==> src/rtl/irrigacao_pkg.sv <==
// Shared types and helpers for the irrigation controller: FSM states, mode codes,
// BCD mm:ss timer type and its conversion/decrement/display functions.
package irrigacao_pkg;

  typedef enum logic [1:0] {
    OCIOSO    = 2'd0,
    IRRIGANDO = 2'd1,
    PAUSA     = 2'd2,
    ERRO      = 2'd3
  } estado_e;

  localparam logic MODO_GOTA = 1'b0;
  localparam logic MODO_ASP  = 1'b1;

  typedef struct packed {
    logic [3:0] min_d;
    logic [3:0] min_u;
    logic [3:0] seg_d;
    logic [3:0] seg_u;
  } tempo_bcd_t;

  localparam tempo_bcd_t TEMPO_ZERO = '0;

  // Active-low {g,f,e,d,c,b,a}; non-decimal codes blank the digit.
  function automatic logic [6:0] bcd_para_7seg(input logic [3:0] bcd);
    logic [6:0] s;
    case (bcd)
      4'd0:    s = 7'b1000000;
      4'd1:    s = 7'b1111001;
      4'd2:    s = 7'b0100100;
      4'd3:    s = 7'b0110000;
      4'd4:    s = 7'b0011001;
      4'd5:    s = 7'b0010010;
      4'd6:    s = 7'b0000010;
      4'd7:    s = 7'b1111000;
      4'd8:    s = 7'b0000000;
      4'd9:    s = 7'b0010000;
      default: s = 7'b1111111;
    endcase
    return s;
  endfunction

  function automatic tempo_bcd_t segundos_para_bcd(input int segundos);
    tempo_bcd_t r;
    int m;
    int s;
    m = segundos / 60;
    s = segundos % 60;
    r.min_d = 4'(m / 10);
    r.min_u = 4'(m % 10);
    r.seg_d = 4'(s / 10);
    r.seg_u = 4'(s % 10);
    return r;
  endfunction

  // One-second countdown with borrow; saturates at 00:00.
  function automatic tempo_bcd_t decrementa_bcd(input tempo_bcd_t t);
    tempo_bcd_t r;
    r = t;
    if (t != TEMPO_ZERO) begin
      if (t.seg_u != 4'd0) begin
        r.seg_u = t.seg_u - 4'd1;
      end else begin
        r.seg_u = 4'd9;
        if (t.seg_d != 4'd0) begin
          r.seg_d = t.seg_d - 4'd1;
        end else begin
          r.seg_d = 4'd5;
          if (t.min_u != 4'd0) begin
            r.min_u = t.min_u - 4'd1;
          end else begin
            r.min_u = 4'd9;
            r.min_d = t.min_d - 4'd1;
          end
        end
      end
    end
    return r;
  endfunction

  function automatic logic nivel_valido(input logic [2:0] nivel);
    return (nivel == 3'b000) || (nivel == 3'b001) ||
           (nivel == 3'b011) || (nivel == 3'b111);
  endfunction

endpackage

==> src/rtl/gerador_pulso.sv <==
// Free-running divider: counts 0..DIV-1 and wraps.
// pulso is combinational, high for the single cycle where the count is DIV-1.
module gerador_pulso #(
  parameter int DIV = 2
) (
  input  logic clock,
  input  logic reset,
  output logic pulso
);

  localparam int W = (DIV > 1) ? $clog2(DIV) : 1;
  localparam logic [W-1:0] ULTIMO = W'(DIV - 1);

  if (DIV < 2) begin : g_div_invalido
    $error("gerador_pulso: DIV must be >= 2");
  end

  logic [W-1:0] cont_q;
  logic [W-1:0] cont_d;

  always_comb begin
    cont_d = cont_q + W'(1);
    if (cont_q == ULTIMO) begin
      cont_d = '0;
    end
  end

  always_ff @(posedge clock) begin
    if (reset) begin
      cont_q <= '0;
    end else begin
      cont_q <= cont_d;
    end
  end

  assign pulso = (cont_q == ULTIMO);

endmodule

==> src/rtl/controle_irrigacao.sv <==
// Irrigation controller: level-driven FSM, mm:ss countdown, fill-valve hysteresis, 4-digit mux display.
// All outputs registered (one cycle after the inputs are sampled) except umSegundo, which tracks the prescaler.
module controle_irrigacao
  import irrigacao_pkg::*;
#(
  parameter int TICK_DIV = 50_000_000,
  parameter int SCAN_DIV = 50_000,
  parameter int DUR_GOTA = 600,
  parameter int DUR_ASP  = 300
) (
  input  logic       clock,
  input  logic       reset,
  input  logic       umidadeAr,
  input  logic       umidadeSolo,
  input  logic       temperatura,
  input  logic [2:0] nivelDagua,
  output logic       valvulaEntrada,
  output logic       irrigando,
  output logic       modo,
  output logic       alarme,
  output logic       umSegundo,
  output logic [3:0] displayDigits,
  output logic [7:0] displaySegments
);

  if (DUR_GOTA < 1 || DUR_GOTA > 3599) begin : g_dur_gota_invalida
    $error("controle_irrigacao: DUR_GOTA must be in 1..3599");
  end
  if (DUR_ASP < 1 || DUR_ASP > 3599) begin : g_dur_asp_invalida
    $error("controle_irrigacao: DUR_ASP must be in 1..3599");
  end

  localparam tempo_bcd_t CARGA_GOTA = segundos_para_bcd(DUR_GOTA);
  localparam tempo_bcd_t CARGA_ASP  = segundos_para_bcd(DUR_ASP);
  localparam logic [7:0] SEG_TRACO  = 8'b1011_1111;

  logic tick;
  logic passo_scan;
  logic nivel_ok;

  gerador_pulso #(.DIV(TICK_DIV)) u_tick (
    .clock (clock),
    .reset (reset),
    .pulso (tick)
  );

  gerador_pulso #(.DIV(SCAN_DIV)) u_scan (
    .clock (clock),
    .reset (reset),
    .pulso (passo_scan)
  );

  estado_e    estado_q, estado_d;
  tempo_bcd_t tempo_q, tempo_d;
  logic       modo_q, modo_d;
  logic       irrigando_q, irrigando_d;
  logic       alarme_q, alarme_d;
  logic       valvula_q, valvula_d;
  logic       pisca_q, pisca_d;
  logic [1:0] scan_idx_q, scan_idx_d;
  logic [3:0] digitos_q, digitos_d;
  logic [7:0] segmentos_q, segmentos_d;
  logic [3:0] digito;
  logic       dp_aceso;

  assign nivel_ok = nivel_valido(nivelDagua);

  always_comb begin : proximo_estado
    estado_d = estado_q;
    tempo_d  = tempo_q;
    modo_d   = modo_q;
    if (!nivel_ok) begin
      estado_d = ERRO;
    end else begin
      case (estado_q)
        OCIOSO: begin
          // The load wins over a coincident tick: nothing decrements in OCIOSO.
          if (umidadeSolo && nivelDagua[0]) begin
            estado_d = IRRIGANDO;
            modo_d   = (temperatura || !umidadeAr) ? MODO_ASP : MODO_GOTA;
            tempo_d  = (modo_d == MODO_ASP) ? CARGA_ASP : CARGA_GOTA;
          end
        end
        IRRIGANDO: begin
          if (nivelDagua == 3'b000) begin
            estado_d = PAUSA;
          end else if (tick) begin
            tempo_d = decrementa_bcd(tempo_q);
            if (tempo_d == TEMPO_ZERO) begin
              estado_d = OCIOSO;
            end
          end
        end
        PAUSA: begin
          if (nivelDagua[1]) begin
            estado_d = IRRIGANDO;
          end
        end
        ERRO: begin
          estado_d = OCIOSO;
          tempo_d  = TEMPO_ZERO;
        end
        default: begin
          estado_d = OCIOSO;
        end
      endcase
    end
  end

  always_comb begin : saidas
    irrigando_d = (estado_d == IRRIGANDO);
    alarme_d    = (estado_d == ERRO);

    valvula_d = valvula_q;
    if (estado_d == ERRO) begin
      valvula_d = 1'b0;
    end else if (!nivelDagua[1]) begin
      valvula_d = 1'b1;
    end else if (nivelDagua[2]) begin
      valvula_d = 1'b0;
    end

    // Decimal point starts lit on entering PAUSA and flips on every tick there.
    pisca_d    = (estado_q == PAUSA) ? (pisca_q ^ tick) : 1'b1;
    scan_idx_d = passo_scan ? (scan_idx_q + 2'd1) : scan_idx_q;

    case (scan_idx_q)
      2'd0:    digito = tempo_q.seg_u;
      2'd1:    digito = tempo_q.seg_d;
      2'd2:    digito = tempo_q.min_u;
      default: digito = tempo_q.min_d;
    endcase
    if (estado_q == OCIOSO) begin
      digito = 4'd0;
    end

    dp_aceso    = (scan_idx_q == 2'd2) && ((estado_q != PAUSA) || pisca_q);
    digitos_d   = ~(4'b0001 << scan_idx_q);
    segmentos_d = {~dp_aceso, bcd_para_7seg(digito)};
    if (estado_q == ERRO) begin
      segmentos_d = SEG_TRACO;
    end
  end

  always_ff @(posedge clock) begin
    if (reset) begin
      estado_q    <= OCIOSO;
      tempo_q     <= TEMPO_ZERO;
      modo_q      <= MODO_GOTA;
      irrigando_q <= 1'b0;
      alarme_q    <= 1'b0;
      valvula_q   <= 1'b0;
      pisca_q     <= 1'b1;
      scan_idx_q  <= 2'd0;
      digitos_q   <= 4'b1111;
      segmentos_q <= 8'b1111_1111;
    end else begin
      estado_q    <= estado_d;
      tempo_q     <= tempo_d;
      modo_q      <= modo_d;
      irrigando_q <= irrigando_d;
      alarme_q    <= alarme_d;
      valvula_q   <= valvula_d;
      pisca_q     <= pisca_d;
      scan_idx_q  <= scan_idx_d;
      digitos_q   <= digitos_d;
      segmentos_q <= segmentos_d;
    end
  end

  assign valvulaEntrada  = valvula_q;
  assign irrigando       = irrigando_q;
  assign modo            = modo_q;
  assign alarme          = alarme_q;
  assign umSegundo       = tick;
  assign displayDigits   = digitos_q;
  assign displaySegments = segmentos_q;

endmodule

==> config.mk <==
export PLATFORM = sky130hd
export DESIGN_NAME = controle_irrigacao
export DESIGN_NICKNAME = d
export VERILOG_FILES = /design/src/rtl/irrigacao_pkg.sv /design/src/rtl/gerador_pulso.sv /design/src/rtl/controle_irrigacao.sv
export SDC_FILE = /design/constraint.sdc
export NUM_CORES = 1
export LEC_CHECK = 0
export CORE_MARGIN = 1.5
export CORE_UTILIZATION = 45
export DETAILED_ROUTE_END_ITERATION = 6
export PLACE_DENSITY = 0.69
export SLEW_MARGIN = 10
export SYNTH_ARGS = -nofsm -noshare
export SYNTH_HDL_FRONTEND = slang
export SYNTH_HIERARCHICAL = 1
export SYNTH_SLANG_ARGS = --single-unit
==> constraint.sdc <==
create_clock -name clock -period 3.14 [get_ports clock]
set_input_delay 0.471 -clock clock [delete_from_list [all_inputs] [get_ports clock]]
set_output_delay 0.471 -clock clock [all_outputs]
set_load 0.01 [all_outputs]
# Word-level counts from Yosys, hierarchy flattened
# Memory sizes are Yosys's and may differ from the RTL's.
# Cells that the tools add are included.
# W data, S select, Z words.
word_totals:
  register_bits: 79
  rom_bits: 112
  input_bits: 8
  out_inout_bits: 17
  n_memories: 1
memory_table:
  columns: ["memory", "depth", "word_bits", "read_ports", "rd_clocked_by_memory_dff", "write_ports", "line", "source"]
  rows:
  - ["(name not given)", 16, 7, 1, 0, 0, "irrigacao_pkg.sv:27", "case (bcd)"]
op_classes:
  addsub: 7
  eq_ne: 17
  shifts: 1
  mux: 29
  bitwise_logic: 4
  reduce_logical: 24
ops:
  columns: ["cell", "n"]
  rows:
  - ["$mux W16", 8]
  - ["$pmux W16 S3", 1]
  - ["$add A26 B1 Y26 const B", 1]
  - ["$eq A26 B26 Y1 const B", 1]
  - ["$mux W4", 5]
  - ["$add A16 B1 Y16 const B", 1]
  - ["$eq A16 B16 Y1 const B", 1]
  - ["$logic_not A16 Y1", 1]
  - ["$reduce_bool A16 Y1", 1]
  - ["$sub A4 B1 Y4 const B", 4]
  - ["$mux W13", 1]
  - ["$mux W12", 1]
  - ["$mux W2", 6]
  - ["$pmux W4 S3", 1]
  - ["$reduce_bool A4 Y1", 3]
  - ["$reduce_or A2 Y1", 5]
  - ["$eq A2 B2 Y1 const B", 4]
  - ["$mux W8", 1]
  - ["$ne A2 B2 Y1 const B", 4]
  - ["$pmux W2 S4", 1]
  - ["$mux W7", 1]
  - ["$eq A2 B1 Y1 const B", 3]
  - ["$logic_or A1 B1 Y1", 5]
  - ["$reduce_and A5 Y1", 1]
  - ["16 further kinds", 21]

# Longest topological paths before layout
# Gate-level depths: netlist of the first run.
depth:
  word_depth: 17
  mapped_depth: 11
  depth_no_buf: 11

# Modules after synthesis
# The synthesis of the first run kept the hierarchy.
by_module_without_submodules:
  columns: ["module", "n_inst", "cells_per_inst", "area_per_inst_um2", "seq_area_each_um2"]
  rows:
  - ["controle_irrigacao", 1, 266, 2139.6, 740.7]
  - ["gerador_pulso (u_tick)", 1, 147, 1257.5, 520.5]
  - ["gerador_pulso (u_scan)", 1, 81, 710.7, 320.3]

# Least setup slack after synthesis of the first run
# OpenSTA, ideal clock, no wires.
synth_path:
  kind: "reg2reg"
  from: "reg u_tick.cont_q[0]"
  to: "reg tempo_q[6] (netlist bit)"
  setup_time_ps: 71
  t_arrival_ps: 2918
  path_slack_ps: 151
  stages_incl_launch_ff: 9
  n_path_buf: 0
  period_less_slack_ps: 2989
  cell_sequence: "dfxtp_1 > ha_1 > nand4_1 > or4b_2 > nor3_1 > nand2_1 > or3_1 > or3_1 > a21oi_1"
synth_via:
  elab_chain_len: 3
synth_rtl:
  columns: ["element", "line", "source"]
  rows:
  - ["start, declared", "gerador_pulso.sv:18", "logic [W-1:0] cont_q;"]
  - ["start signal, assigned", "gerador_pulso.sv:32", "cont_q <= cont_d;"]
  - ["$eq A26 B26 Y1", "gerador_pulso.sv:36", "assign pulso = (cont_q == ULTIMO);"]
  - ["via umSegundo", "controle_irrigacao.sv:21", "output logic umSegundo,"]
  - ["$ne A2 B2 Y1 (no source line)", null, null]
  - ["$reduce_and A5 Y1 (no source line)", null, null]
  - ["end signal, assigned", "controle_irrigacao.sv:159", "tempo_q <= tempo_d;"]
  - ["end, declared", "controle_irrigacao.sv:54", "tempo_bcd_t tempo_q, tempo_d;"]
# The timed path passes the listed nets, and every way through them passes these cells.
# A chain may end at the register's enable or synchronous reset.

# Worst setup path after layout of the first run
layout_path:
  from: "reg u_tick.cont_q[0]"
  to: "out umSegundo"
layout_via:
  elab_chain_len: 1
layout_rtl:
  columns: ["element", "line"]
  rows:
  - ["$eq A26 B26 Y1", "gerador_pulso.sv:36"]
  - ["end, declared", "controle_irrigacao.sv:21"]
# Every way passes these cells.

==> results_dict.tcl, run 1 <==
set metrics [dict create \
    drcViolationCount 0 \
    ys_ff_latch 79 \
    track_usage_pct 19.6 \
    synth_area_leader_cell "dfxtp_1" \
    place_area_sq_um 4400 \
    reg2reg_depth 10 \
    worst-path-max-fanout 5 \
    nFillCells 827 \
    regToRegEndpoint "tempo_q[15]" \
    cts_tree "yes" \
    synthArstFlopShare_pct 0 \
    die-area_sq_um 9710 \
    p_sw_share_pct 23.1 \
    wirelength_um 9310 \
    ff_latch_area_sq_um 1580 \
    synth_area_leaders "dfxtp_1 (39%), nor2_1 (5.8%), xnor2_1 (4.5%)" \
    status "completed" \
    rrSetupSlack_ps 240 \
    wl_met1_um 4170 \
    place.gp.congestion 0.912 \
    ant_nets 0 \
    setup_viol 0 \
    antenna_found_initial 0 \
    period_share_pct 93.7 \
    synth_top_flop_cell "dfxtp_1" \
    initial_core_util_pct 46.9 \
    fmax_mhz 340 \
    clockBufferDepth 2 \
    synth_edf_count 0 \
    io_buffers 24 \
    yosysSeqAreaShare_pct 38.5 \
    crit_path_end_kind "output pin" \
    io_pins 25 \
    pwr-share-comb_pct 7.8 \
    synth_cells 494 \
    cts_resized 2 \
    diodes 0 \
    cts_made_buffers 9 \
    p_leak_nw 1.60 \
    htree_levels 3 \
    hold_path.class "flip-flop to flip-flop" \
    die_h_um 98.5 \
    vias_per_cell 5.76 \
    syn_area_per_cell_sq_um 8.32 \
    path_class "flip-flop to output pin" \
    synth.most_common_cell "dfxtp_1" \
    power_mw 2.22 \
    setup.worst_path.end "umSegundo" \
    cp-start-kind "flip-flop" \
    path_clk_slew_ps 80 \
    multi_input_area_sq_um 2350 \
    r2r-start "u_tick/cont_q[0]" \
    rows 34 \
    synth_top_area_share_pct 38.5 \
    wl_met2_um 4480 \
    irDropWorstVdd_mv 0.284 \
    fp.dieW_um 98.5 \
    final_max_slew_viol_count 0 \
    drtPass1Iterations 7 \
    grt_pass1_vias 3271 \
    clock-sinks 79 \
    maxCapViolCount 0 \
    nNetsFinal 532 \
    p_sw_mw 0.515 \
    wl_met3_um 493 \
    max_slew_margin_pct 33.1 \
    hold_viol 0 \
    synth_commonest_cells "dfxtp_1 (79), nor2_1 (64), a21oi_1 (36)" \
    required_ps 2670 \
    p_int_mw 1.71 \
    drive_gt1_share_pct 7.96 \
    syn_area_sq_um 4110 \
    area_growth_pct 14.0 \
    worst_pin_slew_ps 1000 \
    cts_setup_buffers 0 \
    synth_nets 516 \
    finClkSkew_ps 16.7 \
    yosysUniqueCellTypes 60 \
    setup_tns_ps 0 \
    highest_layer "met4" \
    yosysWarnings 6 \
    post-route-util_pct 53.4 \
    grt.overflow.total 0 \
    min_period_ps 2940 \
    dr_total_vias 3586 \
    rsz0062_at_grt "false" \
    grt_max_degree 26 \
    route.detailed.wl_per_inst_um 15.0 \
    fp.coreArea_sq_um 8760 \
    startpoint "u_tick/cont_q[0]" \
    dp_hpwl_um 6620 \
    p_per_area_nw_per_um2 475 \
    power_frac_seq_pct 47.0 \
    final_area_sq_um 4680 \
    cp.arrival_ps 2470 \
    clock_power_share_pct 45.2 \
    clk_latency_ps 360 \
    root_buffer "clkbuf_8" \
    grt_pass1_wl_um 15600 \
    dr.first_iter.drc_count 182 \
    cts_hold_buf 0 \
]
layout by cell type (no fill, tap or decap), drive strengths merged, types with 9 or more instances in the layout:
cell type / synthesis / routed
clkdlybuf4s50: 0 / 23
a21oi: 37 / 37
a211oi: 9 / 9
nor2: 64 / 64
nand4: 15 / 15
nor3: 16 / 16
nor4: 12 / 12
nand3: 18 / 18
nand2: 30 / 30
nand2b: 11 / 11
xnor2: 21 / 21
inv: 20 / 20
or4: 11 / 11
clkbuf: 16 / 9
ha: 14 / 14
o21ai: 25 / 25
dfxtp: 79 / 79
flip-flops by register name, indices dropped and copies added, names as in the netlist:
signal           cells
u_tick/cont_q       26
displaySegments      8
scan_idx_q           2
estado_q             2
tempo_q             16
alarme               1
valvulaEntrada       1
displayDigits        4
modo                 1
irrigando            1
pisca_q              1
u_scan/cont_q       16
cell type report:
type	count	area share [%]
multi-input combinational	372	50.3
clock buffer	9	2.64
inverter	20	1.60
clock inverter	7	3.10
timing repair buffer	28	5.74
sequential	79	33.8
tap	108	2.89
per-stage QoR:
| stage | hold WS (ps) | setup slack [ps] | cells |
|---|---|---|---|
| CTS | 471 | 175 | 623 |
| finish | 471 | 199 | 623 |
| floorplan | 430 | 151 | 494 |
| global placement | 444 | 259 | 607 |
| detailed placement | 451 | 208 | 607 |
| global route | 522 | 18.6 | 623 |
worst max-delay path, cell delays in order (launching register included):
cell and delay (ps):
dfxtp_1 400, ha_2 230, nand4_1 150, or4b_2 720
nor3_1 160, buf_4 170, dlygate4sd2_1 290
layer usage:
metal,up-vias,track usage [%]
met4,0,7.37
li1,1809,-
met1,1670,24.8
met2,93,32.9
met5,-,0
met3,14,4.11
cell families after synthesis:
| family | share of synthesized area, % |
|---|---|
| and+or+nand+nor | 29.1 |
| AOI/OAI and AO/OA | 16.1 |
| DFF | 38.5 |
| buffers and inverters | 4.51 |
| xor gates and xnor gates | 6.18 |
| adders and majority gates | 4.51 |
| muxes | 1.10 |
power by group through the flow:
stage | Sequential, mW | Combinational, mW | Clock (mW)
final | 1.05 | 0.175 | 1.00
after global routing | 1.05 | 0.194 | 1.08
after CTS | 1.05 | 0.174 | 1.03
after detailed placement | 1.07 | 0.173 | 0
after global placement | 1.07 | 0.173 | 0
after floorplan | 1.06 | 0.115 | 0
worst min-delay path by stage:
stage                          start                to  slack [ps]  depth (start not counted)
floorplan           u_scan/cont_q[0]  u_scan/cont_q[0]         430                          1
global placement    u_scan/cont_q[0]  u_scan/cont_q[0]         440                          1
detailed placement  u_scan/cont_q[0]  u_scan/cont_q[0]         450                          1
CTS                 u_scan/cont_q[0]  u_scan/cont_q[0]         470                          1
global route          valvulaEntrada    valvulaEntrada         520                          2
finish              u_scan/cont_q[0]  u_scan/cont_q[0]         470                          1
(Power assumes the default switching activity.)
==> run 2, diff against run 1 <==
- CORE_MARGIN: 1.5 -> unset
- SYNTH_HIERARCHICAL: 1 -> unset
==> run 2 against run 1 <==
- the run now ends with DRC left
- clock power shrank 23%
- via count increased by 1.6%
- highest routed layer unchanged
- critical path depth did not move
- power is 6.8% lower
- area after synthesis up 0.94%
- die area shrank 1.1%
- maximum frequency rose by 7.2%
- non-clock buffer count grew 2
- largest power group unchanged
- sequential share of layout area about the same
- count of clock-buffer cells in the layout unchanged
==> results_dict.tcl, run 2 <==
set metrics [dict create \
    fp.dieW_um 98.0 \
    grt_pass1_vias 3326 \
    syn_area_sq_um 4150 \
    synth_edf_count 0 \
    cts_resized 0 \
    hold_path.class "flip-flop to flip-flop" \
    synth_top_flop_cell "dfxtp_1" \
    setup_viol 0 \
    slowest_delay_ps 540 \
    area_growth_pct 13.0 \
    clk_latency_ps 340 \
    path_class "flip-flop to output pin" \
    path_buf_inv 2 \
    initial_core_util_pct 47.1 \
    clockBufferDepth 2 \
    crit_path_end_kind "output pin" \
    syn_area_per_cell_sq_um 8.18 \
    yosysUniqueCellTypes 63 \
    p_leak_nw 1.72 \
    cts_made_buffers 9 \
    cp.arrival_ps 2270 \
    wirelength_um 9290 \
    status "complete, but fails checks" \
    die-area_sq_um 9600 \
    die_h_um 98.0 \
    htree_levels 3 \
    finClkSkew_ps 7.48 \
    rsz0062_at_grt "false" \
    final_common_cell "nor2_1" \
    worst_pin_slew_ps 683 \
    period_share_pct 87.3 \
    cp_cell_sequence "ha_1 -> and4_1 -> nand4_1 -> nor2_1 -> buf_4 -> clkdlybuf4s50_1" \
    rows 34 \
    place.gp.congestion 1.03 \
    nFillCells 807 \
    cts_hold_buf 0 \
    crit_family "buffers and inverters" \
    root_buffer "clkbuf_8" \
    dr_total_vias 3643 \
    drive_gt1_share_pct 6.92 \
    fp.coreArea_sq_um 8810 \
    vias_per_cell 5.67 \
    yosysWarnings 0 \
    grt_max_degree 25 \
    grt_pass1_wl_um 15900 \
    synth_top_area_share_pct 38.1 \
    io_buffers 24 \
    largest_reg_flops 26 \
    setup_tns_ps 0 \
    worst-path-max-fanout 5 \
    post-route-util_pct 53.2 \
    dr.first_iter.drc_count 318 \
    failed_checks "DRC" \
    track_usage_pct 20.5 \
    diodes 0 \
    synth_nets 531 \
    synth_cells 507 \
    p_per_area_nw_per_um2 443 \
    synth_area_leader_cell "dfxtp_1" \
    antenna_found_initial 0 \
    io_pins 25 \
    yosysSeqAreaShare_pct 38.1 \
    irDropWorstVdd_mv 0.297 \
    final_cell_mix "nor2_1 (84), dfxtp_1 (79), nand2_1 (36), o21ai_0 (32), a21oi_1 (32)" \
    drcViolationCount 4 \
    maxCapViolCount 0 \
    ant_nets 0 \
    path_clk_slew_ps 80 \
    largest-register "u_tick.cont_q" \
    nNetsFinal 554 \
    drtPass1Iterations 7 \
    grt.overflow.total 0 \
    cpMaxStageDelayCell "clkdlybuf4s50_1" \
    synthArstFlopShare_pct 0 \
    hold_viol 0 \
    clock-sinks 79 \
    dp_hpwl_um 6700 \
    max_slew_margin_pct 54.5 \
    synth_area_leaders "dfxtp_1 (38%), nor2_1 (7.6%), ha_1 (4.8%)" \
    route.detailed.wl_per_inst_um 14.4 \
    required_ps 2670 \
    synth_commonest_cells "nor2_1 (84), dfxtp_1 (79), nand2_1 (36)" \
    synth.most_common_cell "nor2_1" \
    fmax_mhz 365 \
    whs_ps 463 \
    final_max_slew_viol_count 0 \
    cp-start-kind "flip-flop" \
    reg.largest.list "u_tick.cont_q (26), tempo_q (16), u_scan.cont_q (16)" \
    cts_setup_buffers 0 \
    ys_ff_latch 79 \
    cts_tree "yes" \
    min_period_ps 2740 \
    power_mw 2.07 \
]
-- run 2: logic make-up (layout without fill, tap and decap cells) --
group / Yosys count / after routing / synth area share, %
muxes: 4 / 4 / 0.996
DFF: 79 / 79 / 38.1
AOI/OAI and AO/OA: 98 / 98 / 15.3
xor gates and xnor gates: 34 / 34 / 7.18
and+or+nand+nor: 238 / 238 / 29.7
adders and majority gates: 16 / 16 / 4.83
buffers and inverters: 38 / 66 / 3.86
-- run 2: layer usage --
metal / vias to the layer above / GRT usage [%] / wire length, um
met4: 0 / 7.23 / 150
met1: 1674 / 28.8 / 4480
li1: 1844 / - / -
met2: 112 / 30.7 / 4070
met3: 13 / 4.65 / 593
met5: - / 0 / 0
-- run 2: path summary, 6_finish.rpt --
| check | start | to | slack (ps) | cells past startpoint |
|---|---|---|---|---|
| max reg2reg | tempo_q[0] | irrigando | 460 | 8 |
| min | u_tick.cont_q[0] | u_tick.cont_q[0] | 460 | 1 |
| min reg2reg | u_tick.cont_q[0] | u_tick.cont_q[0] | 460 | 1 |
| max | u_tick.cont_q[0] | umSegundo | 400 | 6 |
-- run 2: report_power, final --
part / internal [mW] / switching, mW
clock: 0.377 / 0.396
sequential: 1.03 / 0.0280
combinational: 0.107 / 0.140
total: 1.51 / 0.564
-- run 2: stage by stage --
step | cells | area (sq um) | worst slack, ps
after global placement | 627 | 4480 | 534
after global routing | 643 | 4680 | 251
after CTS | 643 | 4680 | 363
final | 643 | 4680 | 397
after floorplan | 507 | 4150 | 873
after detailed placement | 627 | 4480 | 459
-- run 2: final cells by class --
cell class                 instances  area (sq um)  share of cell area, %
multi-input combinational        390          2400                   51.3
tap                              108           135                   2.88
sequential                        79          1580                   33.8
inverter                          20          75.1                   1.60
clock inverter                     7          78.8                   1.68
timing repair buffer              30           285                   6.09
clock buffer                       9           124                   2.64
==> RTL edit 1 (config.mk and constraints of run 1) <==
`TICK_DIV`: 50_000_000 -> 25_000_000.
--- a/src/rtl/controle_irrigacao.sv
+++ b/src/rtl/controle_irrigacao.sv
@@ -3,7 +3,7 @@
 module controle_irrigacao
   import irrigacao_pkg::*;
 #(
-  parameter int TICK_DIV = 50_000_000,
+  parameter int TICK_DIV = 25_000_000,
   parameter int SCAN_DIV = 50_000,
   parameter int DUR_GOTA = 600,
   parameter int DUR_ASP  = 300
Function: no difference found for any inputs over 10 cycles, from zero or initial values and one cycle with reset high; that may be too few to reach the edited logic, so the function may still have changed.
==> RTL edit 1 against run 1 <==
  * Highest routed layer unchanged
  * Setup slack gained 0.12 ns
  * Synthesized area shrank 0.82%
  * Clock skew shrank 0.0055 ns
  * Via count grew 0.56%
  * Non-clock buffer count grew 5
  * Total power shrank 3.1%
  * Routed wire length shrank 3.3%
  * Design area shrank 0.69%
  * Sequential cell count shrank 1
  * Synthesized cell count shrank 1.8%
==> RTL edit 1: results (changes against run 1) <==
Regs by FF count - u_tick/cont_q x25, tempo_q x16, u_scan/cont_q x16 (was u_tick/cont_q x26, tempo_q x16, u_scan/cont_q x16)
drt pass-1 iters - 6 (was 7)
most common library cells after synthesis - dfxtp_1, nor2_1, a21oi_1, nand2_1, o21ai_0 (unchanged)
post-cts resize count - 0 (was 2)
r2r worst-path depth - 8 (was 10)
max_slew headroom - 45.85% (was 33.12%)
Placed Cells - 604 (was 607)
R2R setup slack - 0.49 ns (was 0.24 ns)
Total GRT Usage - 19.33% (was 19.60%)
count of flip-flops and latches - 78 (was 79)
Seq/Total Area, Yosys - 38.33% (was 38.50%)
Hold Startpoint - u_tick/cont_q[0]$_SDFF_PP0_ (was u_scan/cont_q[0]$_SDFF_PP0_)
ClkCell Share - 5.461% (was 5.744%)
Cell Area, Synth - 4074 µm² (was 4108 µm²)
CLK BUF - 10 (was 9)
Critical Path Fanout Max - 11 (was 5)
register area - 1562 µm² (was 1582 µm²)
number of global-route vias before repair - 3396 (was 3271)
initial DRC count - 236 (was 182)
xor and xnor area share after synthesis - 5.805% (was 6.183%)
Setup WS pre-CTS - 0.5502 ns (was 0.2079 ns)
syn nets - 507 (was 516)
Avg Synthesized Cell Area - 8.400 µm² (was 8.315 µm²)
hold_ws - 0.4678 ns (was 0.4713 ns)
share of cells above drive strength 1 - 7.813% (was 7.961%)
Via Count - 3606 (was 3586)
mux cell area share after synthesis - 1.106% (was 1.097%)
status - finished, final reports clean (unchanged)
count of multi-input gates - 367 (was 372)
Pleak - 0.001651 µW (was 0.001596 µW)
DPL Wire Length - 6346 µm (was 6622 µm)
Reg2Reg Launch Point - u_tick/cont_q[8]$_SDFF_PP0_ (was u_tick/cont_q[0]$_SDFF_PP0_)
hold worst-path end - u_tick/cont_q[0]$_SDFF_PP0_ (was u_scan/cont_q[0]$_SDFF_PP0_)
largest net degree at the start of global routing - 17 (was 26)
# nets final - 529 (was 532)
multi-input combinational area share - 49.99% (was 50.25%)
CP peak stage delay - 0.58 ns (was 0.72 ns)
CP max stage cell - or4_4 (was or4b_2)
Setup Skew - 0.01126 ns (was 0.01675 ns)
Synth Area in Compound Gates - 16.98% (was 16.08%)
Multi-input gate area - 2325 µm² (was 2354 µm²)
worst vdd ir - 233.5 µV (was 284.4 µV)
nonclk buf count - 33 (was 28)
final WL - 9010 µm (was 9314 µm)
Placed Area - 4397 µm² (was 4403 µm²)
gpl congestion - 0.9148 (was 0.9124)
top cells by area, synth - dfxtp_1, nor2_1, a21oi_1 (was dfxtp_1, nor2_1, xnor2_1)
==> RTL edit 1: worst max path at each step <==
stage                                           to  depth (start not counted)  slack [ns]
final                                    umSegundo                          4        0.32
after global routing                     umSegundo                          4        0.20
after CTS                                umSegundo                          4        0.30
after detailed placement  tempo_q[15]$_SDFFE_PP0P_                          8        0.55
after global placement    tempo_q[15]$_SDFFE_PP0P_                          8        0.59
after floorplan            tempo_q[6]$_SDFFE_PP0P_                          9        0.38
==> RTL edit 1: power by group <==
group / switching (µW) / leakage, µW / total [µW] / internal, µW
combinational: 99.0 / 0.000890 / 174 / 75.5
sequential: 20.6 / 0.000634 / 1030 / 1010
clock: 392 / 0.000127 / 949 / 557
==> RTL edit 1: metal layers <==
layer	vias to the layer above	global-route usage [%]	routed length, µm
met2	119	31.03	4026
met5	-	0	0
met3	15	3.937	541
met4	0	5.959	127
met1	1676	26.26	4314
li1	1796	-	-
==> RTL edit 2 (flow settings as in run 1) <==
Without the edit above. Register the inputs `umidadeAr`, `umidadeSolo`, `temperatura` and `nivelDagua` before use, without a reset. The logic sees them one clock later.
--- a/src/rtl/controle_irrigacao.sv
+++ b/src/rtl/controle_irrigacao.sv
@@ -22,6 +22,18 @@
   output logic [3:0] displayDigits,
   output logic [7:0] displaySegments
 );
+
+  logic umidadeAr_q;
+  logic umidadeSolo_q;
+  logic temperatura_q;
+  logic [2:0] nivelDagua_q;
+
+  always_ff @(posedge clock) begin
+    umidadeAr_q   <= umidadeAr;
+    umidadeSolo_q <= umidadeSolo;
+    temperatura_q <= temperatura;
+    nivelDagua_q  <= nivelDagua;
+  end
 
   if (DUR_GOTA < 1 || DUR_GOTA > 3599) begin : g_dur_gota_invalida
     $error("controle_irrigacao: DUR_GOTA must be in 1..3599");
@@ -63,7 +75,7 @@
   logic [3:0] digito;
   logic       dp_aceso;
 
-  assign nivel_ok = nivel_valido(nivelDagua);
+  assign nivel_ok = nivel_valido(nivelDagua_q);
 
   always_comb begin : proximo_estado
     estado_d = estado_q;
@@ -75,14 +87,14 @@
       case (estado_q)
         OCIOSO: begin
           // The load wins over a coincident tick: nothing decrements in OCIOSO.
-          if (umidadeSolo && nivelDagua[0]) begin
+          if (umidadeSolo_q && nivelDagua_q[0]) begin
             estado_d = IRRIGANDO;
-            modo_d   = (temperatura || !umidadeAr) ? MODO_ASP : MODO_GOTA;
+            modo_d   = (temperatura_q || !umidadeAr_q) ? MODO_ASP : MODO_GOTA;
             tempo_d  = (modo_d == MODO_ASP) ? CARGA_ASP : CARGA_GOTA;
           end
         end
         IRRIGANDO: begin
-          if (nivelDagua == 3'b000) begin
+          if (nivelDagua_q == 3'b000) begin
             estado_d = PAUSA;
           end else if (tick) begin
             tempo_d = decrementa_bcd(tempo_q);
@@ -92,7 +104,7 @@
           end
         end
         PAUSA: begin
-          if (nivelDagua[1]) begin
+          if (nivelDagua_q[1]) begin
             estado_d = IRRIGANDO;
           end
         end
@@ -114,9 +126,9 @@
     valvula_d = valvula_q;
     if (estado_d == ERRO) begin
       valvula_d = 1'b0;
-    end else if (!nivelDagua[1]) begin
+    end else if (!nivelDagua_q[1]) begin
       valvula_d = 1'b1;
-    end else if (nivelDagua[2]) begin
+    end else if (nivelDagua_q[2]) begin
       valvula_d = 1'b0;
     end
 
Check against the original RTL: not equivalent (Yosys sat finds a counterexample within 4 cycles, from zero or initial values and one cycle with reset high).
==> RTL edit 2 against run 1 <==
  * First-iteration DRC count increased by 27%
  * Sequential cell count increased by 6
  * Synthesized cell count increased by 1.6%
  * Total power decreased by 1.8%
  * Count of clock-buffer cells in the layout increased by 1
  * Design area increased by 3.8%
  * Synthesized area increased by 5.4%
  * Routed wire length increased by 2.1%
  * Setup slack improved by 0.064 ns
  * Core utilization decreased by 1.1 points
  * Non-clock buffer count increased by 2
  * Critical endpoint is now tempo_q[4]$_SDFFE_PP0P_
==> RTL edit 2: results (changes against run 1) <==
power in the clock group - 839 µW (was 1000 µW)
# H-tree levels - 3 (unchanged)
Regs by FF count - u_tick/cont_q x26, tempo_q x16, u_scan/cont_q x16 (unchanged)
DPL Wire Length - 6886 µm (was 6622 µm)
Total GRT Usage - 19.36% (was 19.60%)
gpl congestion - 0.8797 (was 0.9124)
diode count - 0 (unchanged)
Reg2Reg Launch Point - u_tick/cont_q[0]$_SDFF_PP0_ (unchanged)
CP peak stage delay - 0.74 ns (was 0.72 ns)
combinational power share - 9.6% (was 7.8%)
initial antenna violation count - 0 (unchanged)
top cells by area, synth - dfxtp_1, nor2_1, xnor2_1 (unchanged)
CTS max path bufs - 2 (unchanged)
Hold WC Path Type - reg2reg (unchanged)
Hold Path Stages - 2 (was 1)
WP data arrival - 3.13 ns (was 2.47 ns)
final WL - 9510 µm (was 9314 µm)
IO buf count - 24 (unchanged)
vias per inst - 5.669 (was 5.756)
drt pass-1 iters - 6 (was 7)
Pleak - 0.001654 µW (was 0.001596 µW)
Avg Synthesized Cell Area - 8.624 µm² (was 8.315 µm²)
syn nets - 524 (was 516)
r2r worst-path depth - 9 (was 10)
largest net degree at the start of global routing - 18 (was 26)
ys async rst share - 0% (unchanged)
Fillers - 895 (was 827)
hold_ws - 0.4764 ns (was 0.4713 ns)
Synth cell types - 69 (was 60)
worst vdd ir - 221.2 µV (was 284.4 µV)
delay-heaviest family, CP - simple AND/OR/NAND/NOR gates (unchanged)
Setup Skew - 0.01013 ns (was 0.01675 ns)
Avg WL per Cell - 14.59 µm (was 14.95 µm)
most common library cells after synthesis - dfxtp_1, nor2_1, nand2_1, a21oi_1, xnor2_1 (was dfxtp_1, nor2_1, a21oi_1, nand2_1, o21ai_0)
status - finished, final reports clean (unchanged)
Skew-Pair Late Insertion Delay - 0.34 ns (was 0.36 ns)
# nets final - 541 (was 532)
Startpoint Class - register (unchanged)
first-pass GRT wire length - 15860 µm (was 15580 µm)
FF-to-FF End - tempo_q[4]$_SDFFE_PP0P_ (was tempo_q[15]$_SDFFE_PP0P_)
R2R setup slack - 0.26 ns (was 0.24 ns)
Switching Share - 24.00% (was 23.14%)
max_slew headroom - 57.30% (was 33.12%)
Seq/Total Area, Yosys - 39.31% (was 38.50%)
root buf cell - clkbuf_8 (unchanged)
Num CTS Buffers - 9 (unchanged)
initial DRC count - 232 (was 182)
share of cells above drive strength 1 - 8.987% (was 7.961%)
Placed Cells - 637 (was 607)
hold worst-path end - valvulaEntrada$_SDFFE_PP0P_ (was u_scan/cont_q[0]$_SDFF_PP0_)
Critical Path Fanout Max - 10 (was 5)
Hold Startpoint - valvulaEntrada$_SDFFE_PP0P_ (was u_scan/cont_q[0]$_SDFF_PP0_)
number of global-route vias before repair - 3392 (was 3271)
[RTL edit 2: changes by cell type after synthesis, sizes merged, moves of 4 or more]
cell,delta
nor2,+11
clkbuf,-4
buf,+5
dfxtp,+6
a21oi,-10
a211oi,-4
a22oi,+4
[RTL edit 2: worst max-delay path by stage]
| stage | from | endpoint | slack, ns | cells after the start |
|---|---|---|---|---|
| 2_1_floorplan | u_tick/cont_q[0]$_SDFF_PP0_ | irrigando$_SDFF_PP0_ | 0.23 | 9 |
| 3_3_place_gp | u_tick/cont_q[0]$_SDFF_PP0_ | irrigando$_SDFF_PP0_ | 0.37 | 10 |
| 3_5_place_dp | u_tick/cont_q[0]$_SDFF_PP0_ | tempo_q[4]$_SDFFE_PP0P_ | 0.28 | 9 |
| 4_1_cts | u_tick/cont_q[0]$_SDFF_PP0_ | umSegundo | 0.27 | 5 |
| 5_1_grt | u_tick/cont_q[0]$_SDFF_PP0_ | tempo_q[4]$_SDFFE_PP0P_ | 0.04 | 9 |
| 6_report | u_tick/cont_q[0]$_SDFF_PP0_ | tempo_q[4]$_SDFFE_PP0P_ | 0.26 | 9 |
[RTL edit 2: worst reg2reg max path: stages, from the launching register on]
cell and delay (ns):
dfxtp_1 0.40, ha_1 0.24, nand4_1 0.17, or4b_2 0.74
nor3_2 0.18, buf_4 0.17, o2111ai_2 0.17, nor2_4 0.26
nand3_1 0.16, a211oi_1 0.30
[RTL edit 2: layout make-up]
class / count / share of cell area (%)
clock buffers: 10 / 2.831
multi-input cells: 375 / 50.06
clock inverters: 5 / 1.544
well taps: 129 / 3.320
repair buffers: 30 / 5.843
inverters: 18 / 1.390
flip-flops and latches: 85 / 35.01
[RTL edit 2: cells by family after synthesis]
group	Yosys count	share of synthesized area, %
compound gates	97	14.97
xor+xnor	30	6.070
fa+ha+maj	14	4.046
buf+inv	42	4.595
flops	85	39.31
mux	5	1.214
simple gates	229	29.80
[RTL edit 2: repair_timing]
item,in CTS,in global routing
setup endpoints to repair,1,0
hold buffers,0,0
resized for setup,2,0
[RTL edit 2: per-stage QoR]
stage	setup slack (ns)	total power, µW	instance area, µm²
floorplan	0.2346	1301	4329
global placement	0.3687	1365	4644
detailed placement	0.2776	1368	4644
CTS	0.2709	2204	4861
global route	0.03959	2288	4861
finish	0.2637	2185	4861
[RTL edit 2: per-layer routing]
| metal | vias up | track usage, % | share of wire [%] |
|---|---|---|---|
| li1 | 1843 | - | - |
| met1 | 1713 | 26.29 | 48 |
| met2 | 124 | 30.25 | 45 |
| met3 | 16 | 4.716 | 4.9 |
| met4 | 0 | 6.197 | 2.0 |
| met5 | - | 0 | 0 |
